===== config.mk =====
export PLATFORM = sky130hd
export DESIGN_NAME = pipe_stage_buf
export DESIGN_NICKNAME = d
export VERILOG_FILES = /design/src/rtl/pipe_pkg.sv /design/src/rtl/pipe_entry_reg.sv /design/src/rtl/pipe_stage_buf.sv
export SDC_FILE = /design/constraint.sdc
export NUM_CORES = 1
export LEC_CHECK = 0
export BUFFER_PORTS_ARGS = -buffer_cell sky130_fd_sc_hd__buf_2
export CORE_MARGIN = 3
export CORE_UTILIZATION = 40
export DETAILED_ROUTE_END_ITERATION = 10
export SLEW_MARGIN = 25
export SYNTH_ARGS = -nofsm -noshare
export SYNTH_HDL_FRONTEND = slang
export SYNTH_SLANG_ARGS = --single-unit

===== constraint.sdc =====
create_clock -name clk -period 31.8 [get_ports clk]
set_clock_uncertainty 0.05 [all_clocks]
set_input_delay 6.36 -clock clk [delete_from_list [all_inputs] [get_ports clk]]
set_output_delay 6.36 -clock clk [all_outputs]
set_load 0.01 [all_outputs]

===== src/rtl/pipe_pkg.sv =====
// Shared types and ID/EX control-bundle layout for the inter-stage pipeline registers.
// The optional performance counters in pipe_stage_buf are enabled by defining PIPE_STAGE_PERF_EN.
package pipe_pkg;

  typedef enum logic [1:0] {
    EMPTY = 2'd0,
    ONE   = 2'd1,
    TWO   = 2'd2
  } state_e;

  localparam int unsigned IDEX_DATA_W = 160;
  localparam int unsigned IDEX_CTRL_W = 17;

  // ID/EX control bundle field map, LSB first
  localparam int unsigned ALUOP_OFF    = 0;
  localparam int unsigned ALUOP_W      = 4;
  localparam int unsigned ALUSRC2_OFF  = 4;
  localparam int unsigned ALUSRC1_OFF  = 5;
  localparam int unsigned MEMTOREG_OFF = 6;
  localparam int unsigned MEMTOREG_W   = 2;
  localparam int unsigned MEMWRITE_OFF = 8;
  localparam int unsigned MEMREAD_OFF  = 9;
  localparam int unsigned REGDST_OFF   = 10;
  localparam int unsigned REGDST_W     = 2;
  localparam int unsigned REGWRITE_OFF = 12;
  localparam int unsigned BRANCH_OFF   = 13;
  localparam int unsigned PCSRC_OFF    = 14;
  localparam int unsigned PCSRC_W      = 3;

  localparam logic [IDEX_CTRL_W-1:0] IDEX_CTRL_NOP = '0;

endpackage


===== src/rtl/pipe_entry_reg.sv =====
// One buffer slot: data, control and valid bit with load and clear.
// Clear invalidates the slot and zeroes control but leaves data untouched.
module pipe_entry_reg #(
  parameter int unsigned DATA_W = 160,
  parameter int unsigned CTRL_W = 17
) (
  input  logic              clk,
  input  logic              reset,
  input  logic              i_load,
  input  logic              i_clear,
  input  logic [DATA_W-1:0] i_data,
  input  logic [CTRL_W-1:0] i_ctrl,
  output logic              o_valid,
  output logic [DATA_W-1:0] o_data,
  output logic [CTRL_W-1:0] o_ctrl
);

  logic              r_valid;
  logic [DATA_W-1:0] r_data;
  logic [CTRL_W-1:0] r_ctrl;

  always_ff @(posedge clk or posedge reset) begin
    if (reset) begin
      r_valid <= 1'b0;
      r_data  <= '0;
      r_ctrl  <= '0;
    end else if (i_clear) begin
      r_valid <= 1'b0;
      r_ctrl  <= '0;
    end else if (i_load) begin
      r_valid <= 1'b1;
      r_data  <= i_data;
      r_ctrl  <= i_ctrl;
    end
  end

  assign o_valid = r_valid;
  assign o_data  = r_data;
  assign o_ctrl  = r_ctrl;

endmodule


===== src/rtl/pipe_stage_buf.sv =====
// Inter-stage pipeline register: 2-entry skid buffer with registered in_ready and synchronous flush.
// Define PIPE_STAGE_PERF_EN to add stall_cnt / flush_cnt outputs.
module pipe_stage_buf
  import pipe_pkg::*;
#(
  parameter int unsigned DATA_W = IDEX_DATA_W,
  parameter int unsigned CTRL_W = IDEX_CTRL_W
) (
  input  logic              clk,
  input  logic              reset,
  input  logic              flush,
  input  logic              in_valid,
  output logic              in_ready,
  input  logic [DATA_W-1:0] in_data,
  input  logic [CTRL_W-1:0] in_ctrl,
  output logic              out_valid,
  input  logic              out_ready,
  output logic [DATA_W-1:0] out_data,
  output logic [CTRL_W-1:0] out_ctrl
`ifdef PIPE_STAGE_PERF_EN
  ,
  output logic [31:0]       stall_cnt,
  output logic [15:0]       flush_cnt
`endif
);

  state_e r_state;
  state_e w_next;
  logic   r_in_ready;

  logic w_push, w_pop;
  logic w_main_load, w_main_clear, w_skid_load, w_skid_clear;

  logic              w_main_valid, w_skid_valid;
  logic [DATA_W-1:0] w_main_q_data, w_skid_q_data, w_main_d_data;
  logic [CTRL_W-1:0] w_main_q_ctrl, w_skid_q_ctrl, w_main_d_ctrl;

  assign w_push = in_valid & r_in_ready;
  assign w_pop  = w_main_valid & out_ready;

  always_ff @(posedge clk or posedge reset) begin
    if (reset) begin
      r_state    <= EMPTY;
      r_in_ready <= 1'b1;
    end else begin
      r_state    <= w_next;
      r_in_ready <= (w_next != TWO);
    end
  end

  always_comb begin
    w_next       = r_state;
    w_main_load  = 1'b0;
    w_main_clear = 1'b0;
    w_skid_load  = 1'b0;
    w_skid_clear = 1'b0;
    if (flush) begin
      w_next       = EMPTY;
      w_main_clear = 1'b1;
      w_skid_clear = 1'b1;
    end else begin
      case (r_state)
        EMPTY: begin
          if (w_push) begin
            w_main_load = 1'b1;
            w_next      = ONE;
          end
        end
        ONE: begin
          if (w_push && w_pop) begin
            w_main_load = 1'b1;
          end else if (w_push) begin
            w_skid_load = 1'b1;
            w_next      = TWO;
          end else if (w_pop) begin
            w_main_clear = 1'b1;
            w_next       = EMPTY;
          end
        end
        TWO: begin
          if (w_pop) begin
            w_main_load  = 1'b1;
            w_skid_clear = 1'b1;
            w_next       = ONE;
          end
        end
        default: begin
          w_next       = EMPTY;
          w_main_clear = 1'b1;
          w_skid_clear = 1'b1;
        end
      endcase
    end
  end

  // The skid slot is only ever valid in TWO, so its valid bit picks the main-entry source
  assign w_main_d_data = w_skid_valid ? w_skid_q_data : in_data;
  assign w_main_d_ctrl = w_skid_valid ? w_skid_q_ctrl : in_ctrl;

  pipe_entry_reg #(
    .DATA_W (DATA_W),
    .CTRL_W (CTRL_W)
  ) u_main (
    .clk     (clk),
    .reset   (reset),
    .i_load  (w_main_load),
    .i_clear (w_main_clear),
    .i_data  (w_main_d_data),
    .i_ctrl  (w_main_d_ctrl),
    .o_valid (w_main_valid),
    .o_data  (w_main_q_data),
    .o_ctrl  (w_main_q_ctrl)
  );

  pipe_entry_reg #(
    .DATA_W (DATA_W),
    .CTRL_W (CTRL_W)
  ) u_skid (
    .clk     (clk),
    .reset   (reset),
    .i_load  (w_skid_load),
    .i_clear (w_skid_clear),
    .i_data  (in_data),
    .i_ctrl  (in_ctrl),
    .o_valid (w_skid_valid),
    .o_data  (w_skid_q_data),
    .o_ctrl  (w_skid_q_ctrl)
  );

  assign in_ready  = r_in_ready;
  assign out_valid = w_main_valid;
  assign out_data  = w_main_q_data;
  assign out_ctrl  = w_main_valid ? w_main_q_ctrl : '0;

`ifdef PIPE_STAGE_PERF_EN
  logic [31:0] r_stall_cnt;
  logic [15:0] r_flush_cnt;

  always_ff @(posedge clk or posedge reset) begin
    if (reset) begin
      r_stall_cnt <= '0;
      r_flush_cnt <= '0;
    end else begin
      if (w_main_valid && !out_ready) r_stall_cnt <= r_stall_cnt + 32'd1;
      if (flush)                      r_flush_cnt <= r_flush_cnt + 16'd1;
    end
  end

  assign stall_cnt = r_stall_cnt;
  assign flush_cnt = r_flush_cnt;
`endif

endmodule


; Yosys cells after proc, flatten, opt, wreduce, memory -nomap -nowiden
; Index checks and enable logic that the tools add are counted.
[totals]
ramBits = 0
register_bits = 359
out_inout_bits = 179
romBits = 0
inputBits = 182
latch_bits = 0
memories = 0
wordCells = 55
[classes]
n_div = 0
n_eq_ne = 3
reduce_logical = 8
multipliers = 0
n_mux = 32
n_shift = 0
n_lt_le_gt_ge = 0
bitwise = 4
addsub = 0
[ops]
columns = op, count
row1 = $mux 160, 1
row2 = $mux 17, 6
row3 = $mux 1, 15
row4 = $mux 2, 6
row5 = $pmux 2 s3, 1
row6 = $pmux 1 s2, 2
row7 = $reduce_and 2->1, 2
row8 = $reduce_bool 2->1, 2
row9 = $reduce_or 2->1, 2
row10 = $pmux 1 s3, 1
row11 = $and 1x1->1, 2
row12 = $eq 2x1->1 const B, 1
row13 = $eq 2x2->1 const B, 1
row14 = $logic_not 2->1, 1
row15 = $ne 2x2->1 const B, 1
row16 = $not 1->1, 2
row17 = $logic_and 1x1->1, 1

; Longest topological paths before layout
; Gate-level depths: netlist (run 1).
[logic_depth]
word_depth = 8
ltp_mapped = 7
ltp_nobuf = 3

; Modules after synthesis
; Synthesis (run 1) repeated with hierarchy kept, for this count alone.
[hier_totals]
hier_cells = 1034
area_unflattened_um2 = 17230.3
[modules_own_cells]
columns = mod, cells_per_inst, n_inst, seq_area_each_um2, area_each_um2
row1 = pipe_entry_reg, 398, 2, 4454.3, 7121.8
row2 = pipe_stage_buf, 238, 1, 76.3, 2986.6

; Worst setup path after synthesis (run 1)
; No wires, ideal clock.
[synth_timing]
kind = input port to flip-flop
startpoint = input port flush
endpoint = register u_skid.r_data[118], in the netlist u_skid.o_data[118]
required_ns = 31.625
cell_stages = 5
arrival_ns = 7.579
setup_slack_ns = 24.046
n_path_buf = 3
setup_ns = 0.125
cell_sequence = clkbuf_1 nor3b_2 buf_2 buf_4 mux2_2
[synth_between]
elab_chain_len = 3
elab_cells_between_ends = 4
classes_between = mux (2) / bitwise (1) / reduce/logical (1)
[synth_rtl]
columns = item, line_no
row1 = from (decl), pipe_stage_buf.sv:11  ; input logic flush,
row2 = $mux 1, pipe_stage_buf.sv:57  ; if (flush) begin
row3 = $not 1->1 (no source line), -
row4 = $reduce_and 2->1 (no source line) *, -
row5 = to (signal assigned), pipe_entry_reg.sv:32  ; r_data <= i_data;
row6 = to (decl), pipe_entry_reg.sv:19  ; logic [DATA_W-1:0] r_data;
; Every way passes the cells marked *; elsewhere a longest branch is shown, timed or not.
; A chain may end at the register's enable or synchronous reset.

; Worst setup path after layout (run 1)
[layout_timing]
startpoint = input port out_ready
endpoint = register u_main.r_data[152], in the netlist u_main.o_data[152]
[layout_between]
elab_chain_len = 8
elab_cells_between_ends = 12
classes_between = mux (8) / bitwise (2) / reduce/logical (2)
[layout_rtl]
columns = item, line_no
row1 = from (decl), pipe_stage_buf.sv:17  ; input logic out_ready,
row2 = $and 1x1->1 *, pipe_stage_buf.sv:39  ; assign w_pop = w_main_valid & out_ready;
row3 = $mux 1, "pipe_stage_buf.sv:75, pipe_stage_buf.sv:81"
row4 = $mux 1, pipe_stage_buf.sv:72  ; end else if (w_push) begin
row5 = $mux 1, pipe_stage_buf.sv:70  ; if (w_push && w_pop) begin
row6 = $pmux 1 s2, pipe_stage_buf.sv:62  ; case (r_state)
row7 = $mux 1, pipe_stage_buf.sv:57
row8 = $not 1->1 (no source line), -
row9 = $reduce_and 2->1 (no source line) *, -
row10 = to (signal assigned), pipe_entry_reg.sv:32
row11 = to (decl), pipe_entry_reg.sv:19
; Marks and branches as above.

==> Flow_metrics.wiki, run 1 <==
{| class="wikitable"
! Metric !! Value
|-
| Maximum number of pins on one net before global-route repair || 110
|-
| Synthesized area per cell || 15.4 µm²
|-
| Last weighted congestion value of the routability-driven placer || 0.718
|-
| Worst path required time || 32170 ps
|-
| Count of final max-slew check failures || 0
|-
| Synthesized net count || 1204
|-
| Final Net Count || 1549
|-
| Areal power density over the cells || 75.3 mW/mm²
|-
| Number of distinct library cell variants in the gate-level netlist after synthesis || 29
|-
| Leakage || 8.66 nW
|-
| Slew Limit Headroom || 33.1%
|-
| Arr. time, crit path || 9760 ps
|-
| Antenna Violating Nets Remaining || 0
|-
| Die Y-Extent || 204 µm
|-
| Fraction of final layout cells with drive strength greater than 1 || 59.7%
|-
| Register-to-register setup slack || 27450 ps
|-
| Sequential area share after synthesis || 57.2%
|-
| Capturing element type of the critical path || flop
|-
| Global-route wire length before repair || 57.6 mm
|-
| Starting density of the core || 41.1%
|-
| Top-count cell post-synth || sky130_fd_sc_hd__mux2_2
|-
| Wirelength per Cell || 19.1 µm
|-
| Pin slew with the least headroom to its limit || 1000 ps
|-
| Iter 0 DRT Violations || 262
|-
| Global route overflow || 0
|-
| Final setup viols || 0
|-
| Count of cells along the worst register-to-register path || 5
|-
| Area used by multi-input combinational logic || 0.00634 mm²
|-
| Synth Register Bits || 359
|-
| Final critical path time including I/O delays and setup || 9390 ps
|-
| Top_reg_cell synth || sky130_fd_sc_hd__dfrtp_1
|-
| Maximum achievable frequency || 106 MHz
|-
| Number of enable flip-flop cells after synthesis || 0
|-
| Instance count of the mapped netlist || 1022
|-
| Die footprint || 0.0417 mm²
|-
| Area of all sequential standard cells || 0.00899 mm²
|-
| CTS tree || done
|-
| # fillers || 3353
|-
| Most common library cells after synthesis || 375 x sky130_fd_sc_hd__mux2_2, 358 x sky130_fd_sc_hd__dfrtp_1, 105 x sky130_fd_sc_hd__mux2_1
|-
| Horiz. Die Dim || 204 µm
|-
| TritonRoute pass-1 iters || 4
|-
| CTS H-tree depth || 2
|-
| CTS buffer count || 41
|-
| Crit Path Class || in -> reg
|-
| Setup slack at placement || 21840 ps
|-
| HPWL after detailed placement || 24.1 mm
|-
| Number of post-CTS setup repair buffers || 0
|-
| Port Buffer Count || 360
|-
| Proportion of netlist area held by the largest area contributor || 57.1%
|-
| Overall global routing resource usage || 17.4%
|-
| Drc violations || 0
|-
| Post-cts repair resize count || 0
|-
| CTS Hold Bufs || 0
|-
| Async set-reset flop share out of synthesis || 100%
|-
| # rows || 71
|-
| Ports placed on the boundary || 361
|-
| Post-CTS clock slew at the launch and capture registers of the worst setup and hold paths || 50 ps
|-
| Share of the cycle needed by the critical path after routing || 29.5%
|-
| Status || complete, no violations
|-
| Longest Clk Path Bufs || 3
|-
| Synth area leader || sky130_fd_sc_hd__dfrtp_1
|-
| Final worst-path setup slack || 22410 ps
|-
| Routed via count divided by cell count || 5.10
|-
| Cell count of the worst hold path || 1
|-
| Number of global-route vias before repair || 10159
|-
| Critical Path Start Type || input port
|-
| Routed wire length || 36.5 mm
|-
| Largest cells by area after synthesis || sky130_fd_sc_hd__dfrtp_1 57%, sky130_fd_sc_hd__mux2_2 27%, sky130_fd_sc_hd__mux2_1 7.5%, sky130_fd_sc_hd__mux2i_1 1.1%, sky130_fd_sc_hd__buf_4 1.1%
|-
| Setup repair after global routing missed its margin || no
|-
| Latest clock arrival within the worst-skew pair || 540 ps
|-
| Max-cap violations || 0
|-
| Layout overhead on the synthesized area || 22.5%
|-
| Number of warnings printed during yosys synthesis || 0
|-
| Clock tree root driver cell || sky130_fd_sc_hd__clkbuf_16
|-
| Hold Vio Cnt, Final || 0
|-
| Total core area || 0.0382 mm²
|-
| Hold crit path type || reg -> reg
|-
| Final setup TNS || 0 ps
|-
| Summed instance area of the synthesized netlist || 0.0157 mm²
|-
| Biggest fanout along the worst timing path || 63
|-
| Number of antenna violations at the first check in global routing || 10
|-
| Total number of clock tree sinks || 359
|-
| Highest ir drop seen on vdd || 0.0000538 V
|-
| Via count || 9734
|}
-- flip-flops by register name (all words and copies together), names as in the netlist --
signal	flops
in_ready	1
r_state	2
u_main.o_ctrl	17
u_main.o_data	160
u_main.o_valid	1
u_skid.o_ctrl	17
u_skid.o_data	160
u_skid.o_valid	1
-- metrics by stage --
stage / cells / hold slack [ps] / power (W) / util (%) / instance area [µm²]
floorplan: 1022 / 402 / 0.000870 / - / 15700
global placement: 1835 / 411 / 0.000984 / 46.8 / 17900
detailed placement: 1835 / 419 / 0.000999 / 46.8 / 17900
CTS: 1907 / 432 / 0.00147 / 50.3 / 19200
global route: 1909 / 440 / 0.00153 / 50.3 / 19200
finish: 1910 / 429 / 0.00145 / 50.3 / 19200
-- layout make-up --
| class | instances | area share [%] |
|---|---|---|
| repair buffers | 375 | 9.98 |
| inverters | 1 | 0.0586 |
| diodes | 3 | 0.0390 |
| clock inverters | 9 | 0.534 |
| flip-flops and latches | 359 | 46.8 |
| well taps | 511 | 3.33 |
| multi-input cells | 589 | 33.0 |
| clock buffers | 63 | 6.35 |
-- report_power, final --
part	internal, W	switching [W]	total, W
Sequential	0.000605	0.0000703	0.000676
Clock	0.000280	0.000183	0.000463
Combinational	0.000173	0.000137	0.000310
-- critical path, stage by stage --
cell and delay [ps]:
sky130_fd_sc_hd__buf_2 150, sky130_fd_sc_hd__nand4b_1 700, sky130_fd_sc_hd__a211oi_4 480, sky130_fd_sc_hd__buf_4 670, sky130_fd_sc_hd__buf_4 810, sky130_fd_sc_hd__mux2_2 410
-- routing by layer --
layer | track usage (%) | vias up | routed length, µm
met3 | 5.43 | 65 | 2660
li1 | - | 4454 | -
met2 | 27.7 | 244 | 16900
met4 | 5.48 | 14 | 824
met5 | 0 | - | 101
met1 | 22.7 | 4957 | 16100
-- final timing paths --
path,from,endpoint
hold / removal,u_main.o_data[16],u_main.o_data[16]
hold reg to reg,u_main.o_data[16],u_main.o_data[16]
max in group asynchronous,reset,u_skid.o_valid
setup reg to reg,u_main.o_valid,u_main.o_data[152]
min in group asynchronous,reset,u_main.o_data[93]
setup / recovery,out_ready,u_main.o_data[152]
-- cell families (layout without fill, tap and decap cells) --
group	Yosys count	count (layout)	synth area share, %
compound gates	65	65	3.60
buf+inv	74	448	2.47
flops	359	359	57.2
mux	498	498	35.6
other cells	0	3	0
simple gates	26	26	1.10
-- placed cells by master (no fill, tap or decap), types with 2 or more instances in the layout --
master                      count
sky130_fd_sc_hd__nand2_1        2
sky130_fd_sc_hd__clkbuf_8       7
sky130_fd_sc_hd__buf_2        360
sky130_fd_sc_hd__diode_2        3
sky130_fd_sc_hd__mux2_1       105
sky130_fd_sc_hd__a31o_2        17
sky130_fd_sc_hd__a21o_1         2
sky130_fd_sc_hd__a22o_1        17
sky130_fd_sc_hd__o21a_1         2
sky130_fd_sc_hd__clkinv_2       5
sky130_fd_sc_hd__a2111oi_0     17
sky130_fd_sc_hd__dfrtp_1      357
sky130_fd_sc_hd__and2_1        17
sky130_fd_sc_hd__bufinv_16      2
sky130_fd_sc_hd__nand3b_1       2
sky130_fd_sc_hd__mux2i_1       18
sky130_fd_sc_hd__mux2_2       375
sky130_fd_sc_hd__a211o_1        3
sky130_fd_sc_hd__buf_4         14
sky130_fd_sc_hd__clkbuf_1      13
sky130_fd_sc_hd__clkbuf_16     43
sky130_fd_sc_hd__a21oi_1        2
Power figures use the tool's default switching activity.
==> run 2: changes to the inputs <==
- clock period: 31.8 -> 7.95 ns (I/O delays scaled with it)
==> run 2 against run 1 <==
  * Register-to-register slack got worse by 23000 ps
  * Clock-buffer cell count increased by 1
  * Cell count rose by 0.10%
  * Die area unchanged
  * Sequential power grew to 4.0 times the previous value
  * Utilization grew 0.18 points
  * Clock power grew to 4.1 times the previous value
  * Via count shrank 0.72%
  * Critical path depth is the same
  * Worst hold slack got worse by 1.5 ps
  * Critical endpoint is now u_main.o_data[35]
  * Largest cell class unchanged
  * Highest routed layer unchanged
==> Flow_metrics.wiki, run 2 (synthesis gave the netlist of run 1 again) <==
{| class="wikitable"
! Metric !! Value
|-
| Status || complete, no violations
|-
| Die Y-Extent || 204 µm (unchanged)
|-
| Setup repair after global routing missed its margin || no
|-
| Port Buffer Count || 360 (unchanged)
|-
| Number of post-CTS setup repair buffers || 0 (unchanged)
|-
| Biggest fanout along the worst timing path || 47 (-25%)
|-
| Total non-filler cell area in the finished layout || 0.0193 mm² (+0.36%)
|-
| Share of the cycle needed by the critical path after routing || 53.4%
|-
| Worst path required time || 8330 ps (-23840 ps)
|-
| Maximum achievable frequency || 235 MHz
|-
| Critical Path Start Type || input port
|-
| Hold Vio Cnt, Final || 0 (unchanged)
|-
| Total number of clock tree sinks || 359 (unchanged)
|-
| Capturing element type of the critical path || flop
|-
| Most frequent standard cell in the layout excluding fill and tap cells || sky130_fd_sc_hd__mux2_2
|-
| Horiz. Die Dim || 204 µm (unchanged)
|-
| Pin slew with the least headroom to its limit || 1030 ps (+27.1 ps)
|-
| Number of global-route vias before repair || 10132 (-0.27%)
|-
| Global route overflow || 0 (unchanged)
|-
| Endpoint, Worst Hold || u_main.o_data[1]
|-
| CTS H-tree depth || 2 (unchanged)
|-
| Cell repeated most along the worst path || sky130_fd_sc_hd__buf_4
|-
| Proportion of power drawn by the clock network || 32.4% (+0.4 points)
|-
| Ports placed on the boundary || 361 (unchanged)
|-
| Combinational share of power || 21.2% (-0.2 points)
|-
| Highest ir drop seen on vdd || 0.000184 V (+240%)
|-
| Via count || 9664 (-0.72%)
|-
| Latest clock arrival within the worst-skew pair || 550 ps (about the same)
|-
| Source of the worst hold timing path || u_main.o_data[1]
|-
| Starting density of the core || 41.1% (unchanged)
|-
| CTS buffer count || 41 (unchanged)
|-
| Antenna Violating Nets Remaining || 0 (unchanged)
|-
| Layout overhead on the synthesized area || 22.9%
|-
| Critical Path Slowest Stage Cell || sky130_fd_sc_hd__nand4b_1
|-
| Fraction of power spent switching nets || 26.7% (-0.19 points)
|-
| # rows || 71 (unchanged)
|-
| Net switching power || 0.00156 W (+300%)
|-
| HPWL after detailed placement || 23.8 mm (-1.0%)
|-
| Overall global routing resource usage || 17.2% (-0.19 points)
|-
| Iter 0 DRT Violations || 373 (+42%)
|-
| CTS tree || done
|-
| Cell count of the worst hold path || 1 (unchanged)
|-
| Register-to-register setup slack || 3990 ps (-23460 ps)
|-
| CTS Hold Bufs || 0 (unchanged)
|-
| Routed via count divided by cell count || 5.05 (-0.82%)
|-
| Wirelength per Cell || 19.0 µm (-0.91%)
|-
| Count of cells along the worst register-to-register path || 5 (unchanged)
|-
| Count of final max-slew check failures || 0 (unchanged)
|-
| Die footprint || 0.0417 mm² (unchanged)
|-
| Post-cts repair resize count || 0 (unchanged)
|-
| Launching point of the worst reg2reg path || u_main.o_valid
|-
| Routed wire length || 36.2 mm (-0.81%)
|-
| Total core area || 0.0382 mm² (unchanged)
|-
| Arr. time, crit path || 4620 ps (-5140 ps)
|-
| Placed Instance Area || 0.0179 mm² (about the same)
|-
| Post-CTS clock slew at the launch and capture registers of the worst setup and hold paths || 50 ps (about the same)
|-
| Areal power density over the cells || 302 mW/mm² (+300%)
|-
| Global-route wire length before repair || 57.0 mm (-0.98%)
|-
| Internal Dissipation || 0.00427 W (+300%)
|-
| Slew Limit Headroom || 31.3% (-1.8 points)
|-
| Max-cap violations || 0 (unchanged)
|-
| Final setup viols || 0 (unchanged)
|-
| Drc violations || 0 (unchanged)
|-
| Longest Clk Path Bufs || 3 (unchanged)
|-
| Fraction of final layout cells with drive strength greater than 1 || 59.8% (+0.13 points)
|-
| Most frequent cells in the layout || 375 x sky130_fd_sc_hd__mux2_2, 360 x sky130_fd_sc_hd__buf_2, 357 x sky130_fd_sc_hd__dfrtp_1
|-
| Last weighted congestion value of the routability-driven placer || 0.736 (+2.5%)
|-
| Crit Path Class || in -> reg
|-
| TritonRoute pass-1 iters || 4 (unchanged)
|-
| Hold crit path type || reg -> reg
|-
| Maximum number of pins on one net before global-route repair || 165 (+50%)
|-
| End of the worst register-to-register path || u_main.o_data[35]
|-
| Number of antenna violations at the first check in global routing || 6 (-4)
|-
| Critical Path, Cell by Cell || buf_2 -> nand4b_1 -> a211oi_4 -> buf_4 -> buf_4 -> mux2_2
|-
| CP delay by family, top || buffers and inverters
|-
| Final Net Count || 1549 (unchanged)
|-
| Buf+Inv Stages, Crit Path || 3 (unchanged)
|-
| Leakage || 8.67 nW (+0.17%)
|-
| Clock tree root driver cell || sky130_fd_sc_hd__clkbuf_16
|-
| Final setup TNS || 0 ps (unchanged)
|-
| Largest incremental delay on the critical path || 690 ps (-120 ps)
|-
| Share of power burned in registers || 46.4% (-0.3 points)
|-
| Final critical path time including I/O delays and setup || 4250 ps
|}
## run 2: changes by cell type in the layout (fill, tap and decap cells not counted), sizes merged
cell,delta
bufinv,+1
clkinv,-3
clkinvlp,+3
clkbuf,+1
## run 2: worst max path at each step
stage / startpoint / endpoint / slack [ps] / cells past startpoint
finish: out_ready / u_main.o_data[35] / 3700 / 6
detailed placement: out_ready / u_main.o_data[138] / 3160 / 6
global route: out_ready / u_main.o_data[158] / 3500 / 6
global placement: out_ready / u_main.o_data[154] / 3230 / 6
CTS: out_ready / u_main.o_data[35] / 3770 / 6
floorplan: reset / r_state[0] / 1500 / 1
## run 2: metal layers
layer | track usage [%] | share of wire, % | routed length, µm
met1 | 22.3 | 43 | 15700
met2 | 27.5 | 47 | 17100
met3 | 6.13 | 7.4 | 2690
met4 | 4.52 | 2.0 | 726
met5 | 0 | 0.088 | 32
## run 2: area by class of cell
| type | instances | area [µm²] |
|---|---|---|
| multi-input cells | 589 | 6340 |
| repair buffers | 375 | 1960 |
| flip-flops and latches | 359 | 8990 |
| fillers | 3397 | 18900 |
| clock buffers | 64 | 1220 |
| clock inverters | 10 | 138 |
| diodes | 3 | 7.51 |
| well taps | 511 | 639 |
| inverters | 1 | 7.51 |
## run 2: power by group through the flow
stage	clock (W)	sequential, W	combinational (W)
3_3_place_gp	0	0.00270	0.00123
2_1_floorplan	0	0.00279	0.000690
3_5_place_dp	0	0.00274	0.00126
6_report	0.00189	0.00270	0.00123
5_1_grt	0.00204	0.00278	0.00135
4_1_cts	0.00197	0.00271	0.00126
## run 2: per-stage QoR
stage	setup slack, ps	instances	hold WS, ps	util, %	power (W)
after floorplan	1500	1022	402	-	0.00348
after global placement	3230	1834	412	46.9	0.00393
after detailed placement	3160	1834	418	46.9	0.00399
after CTS	3770	1908	432	50.4	0.00593
after global routing	3500	1910	436	50.5	0.00617
final	3700	1912	428	50.5	0.00582
## run 2: worst register-to-register path, stage by stage, from the launching register on
cell and delay [ps]:
sky130_fd_sc_hd__dfrtp_1 790, sky130_fd_sc_hd__nand4b_1 810, sky130_fd_sc_hd__a211oi_4 480, sky130_fd_sc_hd__buf_4 590
sky130_fd_sc_hd__buf_4 670, sky130_fd_sc_hd__mux2_2 450
==> run 3: changes to the inputs <==
- ABC_AREA: not set -> 1
- clock period: 7.95 -> 4.3 ns (I/O delays scaled with it)
==> run 3 against run 2 <==
  * Global-route usage is 1.8 points higher
  * Via count is 30% higher
  * Clock power is 74% higher
  * Sequential power is 81% higher
  * Utilization is 0.77 points lower
  * Critical path depth is 1 higher
  * Sequential share of layout area is 1.3 points higher
  * Combinational power is 79% higher
  * Non-clock buffer count is 14 higher
  * Clock-buffer cell count is 2 lower
  * Worst hold slack worse by 4.8 ps
  * Wire length is 7.6% higher
  * Critical endpoint is now u_main.o_data[112]
  * Largest power group unchanged
==> Flow_metrics.wiki, run 3 <==
{| class="wikitable"
! Metric !! Value
|-
| Status || complete, no violations
|-
| Synthesized net count || 1956 (+62%)
|-
| Longest Clk Path Bufs || 3 (unchanged)
|-
| Largest incremental delay on the critical path || 460 ps (-230 ps)
|-
| CTS H-tree depth || 2 (unchanged)
|-
| Top_reg_cell synth || sky130_fd_sc_hd__dfrtp_1
|-
| Critical Path Slowest Stage Cell || sky130_fd_sc_hd__buf_4
|-
| Hold Worst Slack || 423 ps (-4.75 ps)
|-
| Number of warnings printed during yosys synthesis || 0 (unchanged)
|-
| Number of global-route vias before repair || 11880 (+17%)
|-
| Wirelength per Cell || 14.8 µm (-22%)
|-
| Biggest fanout along the worst timing path || 113 (+140%)
|-
| Number of antenna violations at the first check in global routing || 7 (+1)
|-
| Number of enable flip-flop cells after synthesis || 0 (unchanged)
|-
| Most frequent cells in the layout || 683 x sky130_fd_sc_hd__nand2_1, 360 x sky130_fd_sc_hd__buf_2, 357 x sky130_fd_sc_hd__dfrtp_1
|-
| Post-cts repair resize count || 0 (unchanged)
|-
| CTS tree || done
|-
| Async set-reset flop share out of synthesis || 100% (unchanged)
|-
| Instance count of the mapped netlist || 1774 (+74%)
|-
| Slew Limit Headroom || 40.5% (+9.2 points)
|-
| Post-route core utilization || 49.7% (-0.77 points)
|-
| CTS Hold Bufs || 0 (unchanged)
|-
| Area used by multi-input combinational logic || 0.00516 mm² (-19%)
|-
| Via count || 12524 (+30%)
|-
| Routed wire length || 39.0 mm (+7.6%)
|-
| Most common library cells after synthesis || 683 x sky130_fd_sc_hd__nand2_1, 358 x sky130_fd_sc_hd__dfrtp_1, 268 x sky130_fd_sc_hd__o21ai_0
|-
| Clock tree root driver cell || sky130_fd_sc_hd__clkbuf_16
|-
| Drc violations || 0 (unchanged)
|-
| Critical Path, Cell by Cell || buf_4 -> nand2_4 -> a21oi_1 -> nand2_8 -> buf_4 -> nand2_1 -> o21ai_0
|-
| Proportion of power drawn by the clock network || 31.6% (-0.8 points)
|-
| Final setup viols || 0 (unchanged)
|-
| Antenna Violating Nets Remaining || 0 (unchanged)
|-
| Last weighted congestion value of the routability-driven placer || 0.811 (+10%)
|-
| Summed instance area of the synthesized netlist || 0.0153 mm² (-2.3%)
|-
| Layout overhead on the synthesized area || 22.5%
|-
| Setup repair after global routing missed its margin || no
|-
| Top-count cell post-synth || sky130_fd_sc_hd__nand2_1
|-
| Number of distinct library cell variants in the gate-level netlist after synthesis || 23 (-21%)
|-
| Synth area leader || sky130_fd_sc_hd__dfrtp_1
|-
| Fraction of power spent switching nets || 30.2% (+3.5 points)
|-
| Area of all sequential standard cells || 0.00899 mm² (unchanged)
|-
| Die footprint || 0.0407 mm² (-2.2%)
|-
| Count of final max-slew check failures || 0 (unchanged)
|-
| Latest clock arrival within the worst-skew pair || 530 ps (-20 ps)
|-
| Number of post-CTS setup repair buffers || 0 (unchanged)
|-
| Sequential area share after synthesis || 58.6% (+1.4 points)
|-
| TritonRoute pass-1 iters || 5 (+1)
|-
| Largest cells by area after synthesis || sky130_fd_sc_hd__dfrtp_1 58%, sky130_fd_sc_hd__nand2_1 17%, sky130_fd_sc_hd__o21ai_0 8.7%, sky130_fd_sc_hd__o21ai_1 4.2%, sky130_fd_sc_hd__inv_1 3.5%
|-
| HPWL after detailed placement || 26.3 mm (+11%)
|-
| Launching point of the worst reg2reg path || u_main.o_valid
|-
| Areal power density over the cells || 552 mW/mm² (+83%)
|-
| Source of the worst hold timing path || u_skid.o_data[136]
|-
| Hold Vio Cnt, Final || 0 (unchanged)
|-
| Cell repeated most along the worst path || sky130_fd_sc_hd__buf_4
|-
| Pin slew with the least headroom to its limit || 892 ps (-138 ps)
|-
| Arr. time, crit path || 2710 ps (-1910 ps)
|-
| # fillers || 3618 (+6.5%)
|-
| Starting density of the core || 40.6% (-0.48 points)
|-
| Critical Path Start Type || flop
|-
| Leakage || 9.55 nW (+10%)
|-
| Post-CTS clock slew at the launch and capture registers of the worst setup and hold paths || 60 ps (about the same)
|-
| Critical path launch point || u_main.o_valid
|-
| Fraction of final layout cells with drive strength greater than 1 || 21.8% (-38 points)
|-
| Hold crit path type || reg -> reg
|-
| Final Net Count || 2275 (+47%)
|-
| Port Buffer Count || 360 (unchanged)
|-
| Max-cap violations || 0 (unchanged)
|-
| Total core area || 0.0378 mm² (-1.2%)
|-
| Ports placed on the boundary || 361 (unchanged)
|-
| Overall global routing resource usage || 19.0% (+1.8 points)
|-
| Iter 0 DRT Violations || 703 (+88%)
|-
| Proportion of netlist area held by the largest area contributor || 58.4% (+1.4 points)
|-
| Share of the cycle needed by the critical path after routing || 54.8%
|-
| Final critical path time including I/O delays and setup || 2360 ps
|-
| Crit Path Class || reg -> reg
|-
| # rows || 71 (unchanged)
|-
| Global route overflow || 0 (unchanged)
|-
| Worst path required time || 4650 ps (-3680 ps)
|-
| Routed via count divided by cell count || 4.75 (-6.1%)
|-
| Net switching power || 0.00314 W (+100%)
|-
| Capturing element type of the critical path || flop
|-
| Most frequent standard cell in the layout excluding fill and tap cells || sky130_fd_sc_hd__nand2_1
|-
| Maximum achievable frequency || 424 MHz
|-
| Combinational share of power || 21.2% (about the same)
|-
| Global-route wire length before repair || 63.6 mm (+12%)
|-
| Share of power burned in registers || 47.2% (+0.8 points)
|-
| Horiz. Die Dim || 202 µm (-1.1%)
|-
| CTS buffer count || 40 (-2.4%)
|-
| Total number of clock tree sinks || 359 (unchanged)
|-
| Maximum number of pins on one net before global-route repair || 156 (-5.5%)
|-
| Synthesized area per cell || 8.64 µm² (-44%)
|-
| Synth Register Bits || 359 (unchanged)
|-
| Die Y-Extent || 202 µm (-1.1%)
|-
| Internal Dissipation || 0.00724 W (+70%)
|-
| Highest ir drop seen on vdd || 0.000320 V (+74%)
|}
run 3: cell types whose count changed after synthesis, moves of 20 or more:
cell and delta:
sky130_fd_sc_hd__inv_1 +142, sky130_fd_sc_hd__mux2_1 -105, sky130_fd_sc_hd__mux2_2 -375, sky130_fd_sc_hd__mux2i_1 +23, sky130_fd_sc_hd__nand2_1 +681, sky130_fd_sc_hd__nand3_1 +20, sky130_fd_sc_hd__o21ai_0 +268, sky130_fd_sc_hd__o21ai_1 +130
run 3: metrics by stage:
stage	total power [W]	setup TNS [ps]	setup WS, ps	cells	area [µm²]
final	0.0104	0	1940	2639	18800
after global routing	0.0111	0	1710	2636	18800
after CTS	0.0105	0	1910	2634	18800
after detailed placement	0.00718	0	1510	2562	17500
after global placement	0.00709	0	1550	2560	17500
after floorplan	0.00625	-509000	-1420	1774	15300
run 3: final cells by class:
cell class	instances	area share [%]
Timing Repair Buffer	389	11.5
Inverter	148	2.98
Clock inverter	10	0.266
Sequential cell	359	47.9
Multi-Input combinational cell	1155	27.5
Antenna cell	5	0.0666
Clock buffer	62	6.47
Tap cell	511	3.40
run 3: path summary, 6_finish.rpt:
path / endpoint / slack [ps] / cells after the start
max: u_main.o_data[112] / 1940 / 7
min in group asynchronous: u_main.o_data[105] / 530 / 3
min: u_skid.o_data[136] / 420 / 2
max in group asynchronous: u_main.o_data[26] / 3040 / 4
min reg2reg: u_skid.o_data[136] / 420 / 2
max reg2reg: u_main.o_data[112] / 1940 / 7
run 3: cells by family after synthesis:
family          Yosys count  share of synthesized area [%]
flops                   359                           58.6
mux                      41                           2.68
buf+inv                 260                           7.82
compound gates          403                           13.2
simple gates            711                           17.8
run 3: power groups by stage:
stage	Combinational [W]	Sequential [W]	Clock, W
floorplan	0.00120	0.00505	0
global route	0.00255	0.00501	0.00351
global placement	0.00216	0.00493	0
finish	0.00220	0.00490	0.00328
detailed placement	0.00223	0.00495	0
CTS	0.00225	0.00490	0.00337
run 3: routing by layer:
layer  up-vias  global-route usage (%)  share of wire, %
met5         -                       0             0.056
met4         6                    5.46               2.0
met3        51                    5.49               7.8
met2       359                    28.8                45
met1      5862                    26.6                45
li1       6246                       -                 -
run 3: critical path, delay by kind of cell, from the launching register on:
kind,cells,cell delay [ps]
compound gates,2,430
buf+inv,2,730
simple gates,3,610
flops,1,320
